<file path="config.mk">
export PLATFORM = sky130hd
export DESIGN_NAME = mem_port_arbiter
export DESIGN_NICKNAME = d
export VERILOG_FILES = /design/src/rtl/mem_port_arbiter.sv
export SDC_FILE = /design/constraint.sdc
export NUM_CORES = 1
export LEC_CHECK = 0
export BUFFER_PORTS_ARGS = -buffer_cell sky130_fd_sc_hd__buf_2
export CORE_MARGIN = 3
export CORE_UTILIZATION = 44
export CTS_BUF_LIST = sky130_fd_sc_hd__clkbuf_4 sky130_fd_sc_hd__clkbuf_8 sky130_fd_sc_hd__clkbuf_16
export CTS_CLUSTER_DIAMETER = 40
export DETAILED_ROUTE_END_ITERATION = 16
export PLACE_DENSITY_LB_ADDON = 0.05
export SYNTH_ARGS = -nofsm -noshare
export SYNTH_HDL_FRONTEND = slang
export SYNTH_SLANG_ARGS = --single-unit
</file>
<file path="constraint.sdc">
create_clock -name clk -period 2.7 [get_ports clk]
set_input_delay 0.81 -clock clk [delete_from_list [all_inputs] [get_ports clk]]
set_output_delay 0.81 -clock clk [all_outputs]
set_load 0.01 [all_outputs]
</file>
<file path="src/rtl/mem_port_arbiter.sv">
// Shares one memory port between instruction fetch (A, read-only) and data (B, read/write).
// Optional MEM_ARB_ROUND_ROBIN_EN swaps the B-priority starvation guard for round-robin tie-breaking.
//
// state   | meaning
// IDLE    | arbitrating between A and B
// SERVE_A | port A access in flight downstream
// SERVE_B | port B access in flight downstream
module mem_port_arbiter #(
    parameter int unsigned A_MAX_WAIT = 4,
    parameter int unsigned ADDR_W     = 16,
    parameter int unsigned DATA_W     = 16
) (
    input  logic              clk,
    input  logic              reset_n,
    input  logic              read_a,
    input  logic [ADDR_W-1:0] address_a,
    output logic              resp_a,
    output logic [DATA_W-1:0] rdata_a,
    input  logic              read_b,
    input  logic              write_b,
    input  logic [1:0]        wmask_b,
    input  logic [ADDR_W-1:0] address_b,
    input  logic [DATA_W-1:0] wdata_b,
    output logic              resp_b,
    output logic [DATA_W-1:0] rdata_b,
    output logic              mem_read,
    output logic              mem_write,
    output logic [1:0]        mem_wmask,
    output logic [ADDR_W-1:0] mem_address,
    output logic [DATA_W-1:0] mem_wdata,
    input  logic              mem_resp,
    input  logic [DATA_W-1:0] mem_rdata,
    output logic              busy
);

    typedef enum logic [1:0] {IDLE, SERVE_A, SERVE_B} state_t;

    state_t            state_q, state_d;
    logic              mem_read_q, mem_read_d;
    logic              mem_write_q, mem_write_d;
    logic [1:0]        mem_wmask_q, mem_wmask_d;
    logic [ADDR_W-1:0] mem_address_q, mem_address_d;
    logic [DATA_W-1:0] mem_wdata_q, mem_wdata_d;
    logic              req_a, req_b, grant_a, grant_b;
`ifdef MEM_ARB_ROUND_ROBIN_EN
    logic              last_grant_q, last_grant_d;   // 0 = A, 1 = B
`else
    logic [3:0]        wait_cnt_q, wait_cnt_d;
`endif

    always_comb begin
        state_d       = state_q;
        mem_read_d    = mem_read_q;
        mem_write_d   = mem_write_q;
        mem_wmask_d   = mem_wmask_q;
        mem_address_d = mem_address_q;
        mem_wdata_d   = mem_wdata_q;
        req_a         = read_a;
        req_b         = read_b | write_b;
        grant_a       = 1'b0;
        grant_b       = 1'b0;
`ifdef MEM_ARB_ROUND_ROBIN_EN
        last_grant_d  = last_grant_q;
`else
        wait_cnt_d    = wait_cnt_q;
`endif
        case (state_q)
            IDLE: begin
                if (req_a && req_b) begin
`ifdef MEM_ARB_ROUND_ROBIN_EN
                    grant_a = last_grant_q;
                    grant_b = ~last_grant_q;
`else
                    grant_a = (32'(wait_cnt_q) >= A_MAX_WAIT);
                    grant_b = ~grant_a;
`endif
                end else begin
                    grant_a = req_a;
                    grant_b = req_b;
                end
                if (grant_a) begin
                    state_d       = SERVE_A;
                    mem_read_d    = 1'b1;
                    mem_write_d   = 1'b0;
                    mem_wmask_d   = 2'b11;
                    mem_address_d = address_a;
                    mem_wdata_d   = '0;
                end else if (grant_b) begin
                    // read+write together resolves to a write
                    state_d       = SERVE_B;
                    mem_read_d    = ~write_b;
                    mem_write_d   = write_b;
                    mem_wmask_d   = wmask_b;
                    mem_address_d = address_b;
                    mem_wdata_d   = wdata_b;
                end
            end
            SERVE_A, SERVE_B: begin
                if (mem_resp) begin
                    state_d     = IDLE;
                    mem_read_d  = 1'b0;
                    mem_write_d = 1'b0;
                end
            end
            default: state_d = IDLE;
        endcase
`ifdef MEM_ARB_ROUND_ROBIN_EN
        if (grant_a) last_grant_d = 1'b0;
        if (grant_b) last_grant_d = 1'b1;
`else
        if (grant_a) begin
            wait_cnt_d = 4'd0;
        end else if (grant_b && req_a && wait_cnt_q != 4'hF) begin
            wait_cnt_d = wait_cnt_q + 4'd1;
        end
`endif
    end

    always_ff @(posedge clk) begin
        if (!reset_n) begin
            state_q       <= IDLE;
            mem_read_q    <= 1'b0;
            mem_write_q   <= 1'b0;
            mem_wmask_q   <= 2'b00;
            mem_address_q <= '0;
            mem_wdata_q   <= '0;
`ifdef MEM_ARB_ROUND_ROBIN_EN
            last_grant_q  <= 1'b0;
`else
            wait_cnt_q    <= 4'd0;
`endif
        end else begin
            state_q       <= state_d;
            mem_read_q    <= mem_read_d;
            mem_write_q   <= mem_write_d;
            mem_wmask_q   <= mem_wmask_d;
            mem_address_q <= mem_address_d;
            mem_wdata_q   <= mem_wdata_d;
`ifdef MEM_ARB_ROUND_ROBIN_EN
            last_grant_q  <= last_grant_d;
`else
            wait_cnt_q    <= wait_cnt_d;
`endif
        end
    end

    assign mem_read    = mem_read_q;
    assign mem_write   = mem_write_q;
    assign mem_wmask   = mem_wmask_q;
    assign mem_address = mem_address_q;
    assign mem_wdata   = mem_wdata_q;
    assign resp_a      = (state_q == SERVE_A) & mem_resp;
    assign resp_b      = (state_q == SERVE_B) & mem_resp;
    assign rdata_a     = mem_rdata;
    assign rdata_b     = mem_rdata;
    assign busy        = (state_q != IDLE);

endmodule

</file>
Yosys cells after proc, flatten, opt, wreduce, memory -nomap -nowiden:

Cells that the tools add are included.

* register bits: 42
* input bits: 72
* output and inout bits: 71
* word-level logic and storage cells: 55

* $add $sub $neg: 1
* order comparisons: 1
* equality and inequality tests: 5
* mux-type cells: 23
* bitwise operators: 6
* reductions and logical operators: 12

Operator list (number)
* 2-to-1 mux 16 bit: 4
* 2-to-1 mux 1 bit: 11
* 2-to-1 mux 2 bit: 5
* nonzero test 2 bit: 3
* adder 4 x 1 -> 4 bit (second input constant): 1
* greater-or-equal comparator 4 x 3 -> 1 bit (second input constant): 1
* != test 4 bit (second input constant): 1
* case mux 1 bit (2 select lines): 2
* case mux 2 bit (2 select lines): 1
* AND reduction 2 bit: 2
* OR reduction 2 bit: 2
* logical AND 1 bit: 3
* != test 3 bit (second input constant): 1
* inverter 1 bit: 3
* AND reduction 3 bit: 1
* bitwise AND 1 bit: 2
* equality test 2 x 1 -> 1 bit (second input constant): 1
* equality test 2 bit (second input constant): 1
* logical NOT 2 bit: 1
* != test 2 bit (second input constant): 1
* OR 1 bit: 1

Logic depth before layout (Yosys ltp):

* depth after elaboration: 7
* mapped depth: 7
* depth with buffers taken out: 6

Least setup slack after synthesis:

Ideal clock, no wire load.

* path type: in2reg
* start point: input port read_a
* end point: register state_q[0]
* setup time: 0.116 ns
* arrival time: 1.716 ns
* required time: 2.584 ns
* path slack: 0.868 ns
* cell stages on the path: 5
* buffers on the path: 1
* cells stage by stage: buf_2 nor4b_1 nand2b_2 mux2i_1 nor2b_1

* longest elaborated chain between the ends: 5
* elaborated cells between the ends (all ways): 9
* classes of those cells: eq/ne: 1; mux: 6; reduce/logical: 2

RTL lines
* start: declaration: line 15 `input logic read_a,`
* logical AND 1 bit: line 69 `if (req_a && req_b) begin`
* 2-to-1 mux 1 bit: line 69
* 2-to-1 mux 1 bit: line 67 `case (state_q)`
* 2-to-1 mux 2 bit or != test 3 bit (tied branches)
* case mux 2 bit (2 select lines) or AND reduction 2 bit (tied branches)
* end signal: assignment: line 133 `state_q <= state_d;`
* end: declaration: line 38 `state_t state_q, state_d;`

Several ways; a longest one is shown, not always the timed one. The select of a mux whose other input is x is not followed.
A chain may end at the register's enable or synchronous reset.

Worst setup path after layout:

* start point: register state_q[0]
* end point: output port busy

* longest elaborated chain between the ends: 1

RTL lines
* nonzero test 2 bit: line 156 `assign busy = (state_q != IDLE);`
* end: declaration: line 33 `output logic busy`

Every way passes these cells.

==> results.md <==
* Number of antenna violations at the first check in global routing at 0
* Inst Count DP at ~350
* Total GRT Usage at 17.3%
* Pin count of the biggest net entering global routing at 59
* Post-synthesis compound-gate area fraction at about a fifth
* Core box area at approximately 4400 um2
* Power Density at between 600 and 700 nW/um2
* Post-DR wirelength/cell at approximately 13 um
* Share of layout cells above drive strength 1 at between 30% and 40%
* Worst rel slew slack at ~67%
* Peak ir drop on the vdd network at approximately 280 uV
* Total clock buffers created by CTS at 5
* Number of antenna repair diodes at 0
* Largest family of logic cells by synthesized area: compound AO/OA/AOI/OAI gates
* Die area at 5560 um2
* Total of warnings raised by yosys at 0
* DRC at 0
* Synth Net Count at 327
* Crit start category: flop
* Post-cts sizing count at 0
* Gpl congestion at 0.727
* Crit path time final at 2.05 ns
* Register area share after synthesis at roughly 41%
* Worst stage delay on the critical path at just under 0.4 ns
* Effective utilization at floorplan at 46.5%
* Vias in the first global route at 1710
* Tightest Pin Transition at 0.501 ns
* Fillers at ~470
* Detailed-route via count at 1753
* Aggregate negative setup slack at 0 ns
* Vert. Die Dim at 74.6 um
* Cells on worst reg2reg path at 6
* Worst-case register-to-register setup slack at approximately 0.92 ns
* Clock-pin slew on the worst setup and hold paths at ~0.07 ns
* Fraction of synthesized area in multiplexers at less than 1%
* CTS tree: done
* Total congestion overflow at 0
* Max-cap check violation count at 0
* Worst slack after detailed placement at between 0.5 and 0.6 ns
* Worst Path Class, Setup: flop to output pin
* Max-slew violations at 0
* Flip-flop and latch count after synthesis at 42
* Hold violation total from the final report at 0
* Final clock period utilization by the worst path at between 70% and 80%
* Biggest fanout along the worst timing path at 7
* Run status: finished clean
* Estimated wirelength of the detail-placed design at around 3300 um
* Cell at the slowest stage of the critical path: sky130_fd_sc_hd__dfxtp_1
* Htree depth at 2
* P_leak at 1.15 nW
* Number of top-level design ports at ~140
* Data arrival, critical path at ~1.2 ns
* Hold-critical path depth at 2
* Post-synthesis instance area at about 2100 um2
* List of cells traversed by the critical path: inv_1 > ha_1 > inv_1 > buf_2
* Leading cell types in the layout, fill and taps excluded: 94 x sky130_fd_sc_hd__buf_2, 67 x sky130_fd_sc_hd__nand2_1, 42 x sky130_fd_sc_hd__dfxtp_1, 17 x sky130_fd_sc_hd__o21ai_0, 17 x sky130_fd_sc_hd__a31oi_1
* Number of unique standard cell types used by synthesis at 35
* Simple logic cell fraction of the synthesized area at roughly a fifth
* Count of nets after finishing at between 300 and 400
* Vias/cell at 4.88
* Buffer type at the clock tree root: sky130_fd_sc_hd__clkbuf_8
* Total of hold buffers inserted after clock tree synthesis at 0
* 1st-iter DRT viols at 70
* Wire length of the first global-routing pass at ~7600 um
* Antenna Violating Nets Remaining at 0
* Setup slack after layout at approximately 0.65 ns
* Endpoint type of the worst setup path: output pin
* Mapped Cells at 250
* Final setup vio count at 0
* Total Routed Length at approximately 4700 um
* Detailed-router iteration count before antenna repair at 4
* XOR/XNOR Fraction of Synth Area at 0%
* Hold WC Path Type: flop to flop
* Worst hold margin at 0.464 ns
* Unrepaired setup endpoints after global routing: false
* Final cell count without fillers at between 300 and 400
* Commonest non-fill, non-tap cell in the layout: sky130_fd_sc_hd__buf_2
* Setup bufs post-CTS at 0
* Highest clock rate at roughly 490 MHz
* Clock Skew at between 0.005 and 0.006 ns
* Clock sinks at 42
* Layout-stage area growth over the synthesis result at 14.9%
* Chip Width at around 75 um
* Standard-cell row count at 24
* Post-synthesis area per instance at a little over 8 um2
* Arithmetic-cell share of the synthesized area counting full adders, half adders and majority gates at 3.02%
* Clock latency of the later-clocked register in the worst-skew pair at 0.28 ns
* Critical path required time at approximately 1.9 ns
* Critical Path Most Common Cell: sky130_fd_sc_hd__inv_1
* Buffer depth of the longest clock path at 2
* Number of port buffers at 94
synth_stat cells, drive strengths merged:
library cell | n | share of area [%]
or2 | 2 | 0.85
a21oi | 3 | 0.73
nor4b | 1 | 0.42
buf | 42 | 16
nand2b | 2 | 0.73
nand4 | 1 | 0.30
nor3 | 1 | 0.24
inv | 3 | 0.54
o221a | 2 | 1.1
nor4 | 1 | 0.30
mux2i | 1 | 0.48
ha | 5 | 3.0
dfxtp | 42 | 41
nand2 | 68 | 13
nand3 | 2 | 0.48
a31oi | 17 | 5.1
o22ai | 16 | 4.8
nor2b | 3 | 0.91
and3 | 1 | 0.30
o21a | 1 | 0.36
a21boi | 4 | 2.0
o21ai | 19 | 5.1
clkbuf | 6 | 1.1
and2 | 2 | 0.60
nor3b | 1 | 0.36
a2111o | 1 | 0.54
nor2 | 3 | 0.54
critical path, delay by kind of cell, from the launching register on:
| kind | cells | cell delay (ns) |
|---|---|---|
| adder cells (fa/ha/maj) | 1 | 0.29 |
| buffers and inverters | 3 | 0.28 |
| flip-flops | 1 | 0.39 |
cells by family (layout without fill, tap and decap cells):
| group | after synthesis | in the layout |
|---|---|---|
| buffers and inverters | 51 | 108 |
| and+or+nand+nor | 88 | 88 |
| muxes | 1 | 1 |
| AOI/OAI and AO/OA | 63 | 63 |
| DFF | 42 | 42 |
| adders and majority gates | 5 | 5 |
sequential cells by signal (all words and copies together) (netlist names):
| signal | count |
|---|---|
| mem_address | 16 |
| mem_read | 1 |
| mem_wdata | 16 |
| mem_wmask | 2 |
| mem_write | 1 |
| state_q | 2 |
| wait_cnt_q | 4 |
layer usage:
layer  GRT usage [%]  wire (um)  vias to the layer above
met3            5.14        389                        6
met2            25.7       2020                       63
met4            6.52         46                        0
met5               0          0                        -
met1            23.8       2210                      755
li1                -          -                      929
path summary, 6_finish.rpt:
| path | startpoint | endpoint |
|---|---|---|
| max | state_q[0] | busy |
| min | mem_wdata[10] | mem_wdata[10] |
| max reg2reg | state_q[0] | mem_wmask[0] |
| min reg2reg | mem_wdata[10] | mem_wdata[10] |
final cells by class:
class                   instances  area [um2]  share of cell area, %
clock buffers                   7        90.1                   3.79
clock inverters                 1        5.00                  0.211
inverters                       3        11.3                  0.474
multi-input cells             157         871                   36.7
flip-flops and latches         42         841                   35.4
well taps                      52        65.1                   2.74
repair buffers                 97         493                   20.7
where the power goes:
part           switching (W)  internal, W  leakage [nW]
logic               0.000183     0.000139         0.749
clock network       0.000202     0.000216        0.0517
registers          0.0000321     0.000685         0.348
per-stage QoR:
stage               total power, W  cell area, um2  util (%)
global route               0.00154            2380      53.5
CTS                        0.00147            2380      53.5
finish                     0.00146            2380      53.5
detailed placement         0.00106            2280      51.3
floorplan                 0.000985            2070         -
global placement           0.00105            2280      51.3
Power figures use the tool's default switching activity.
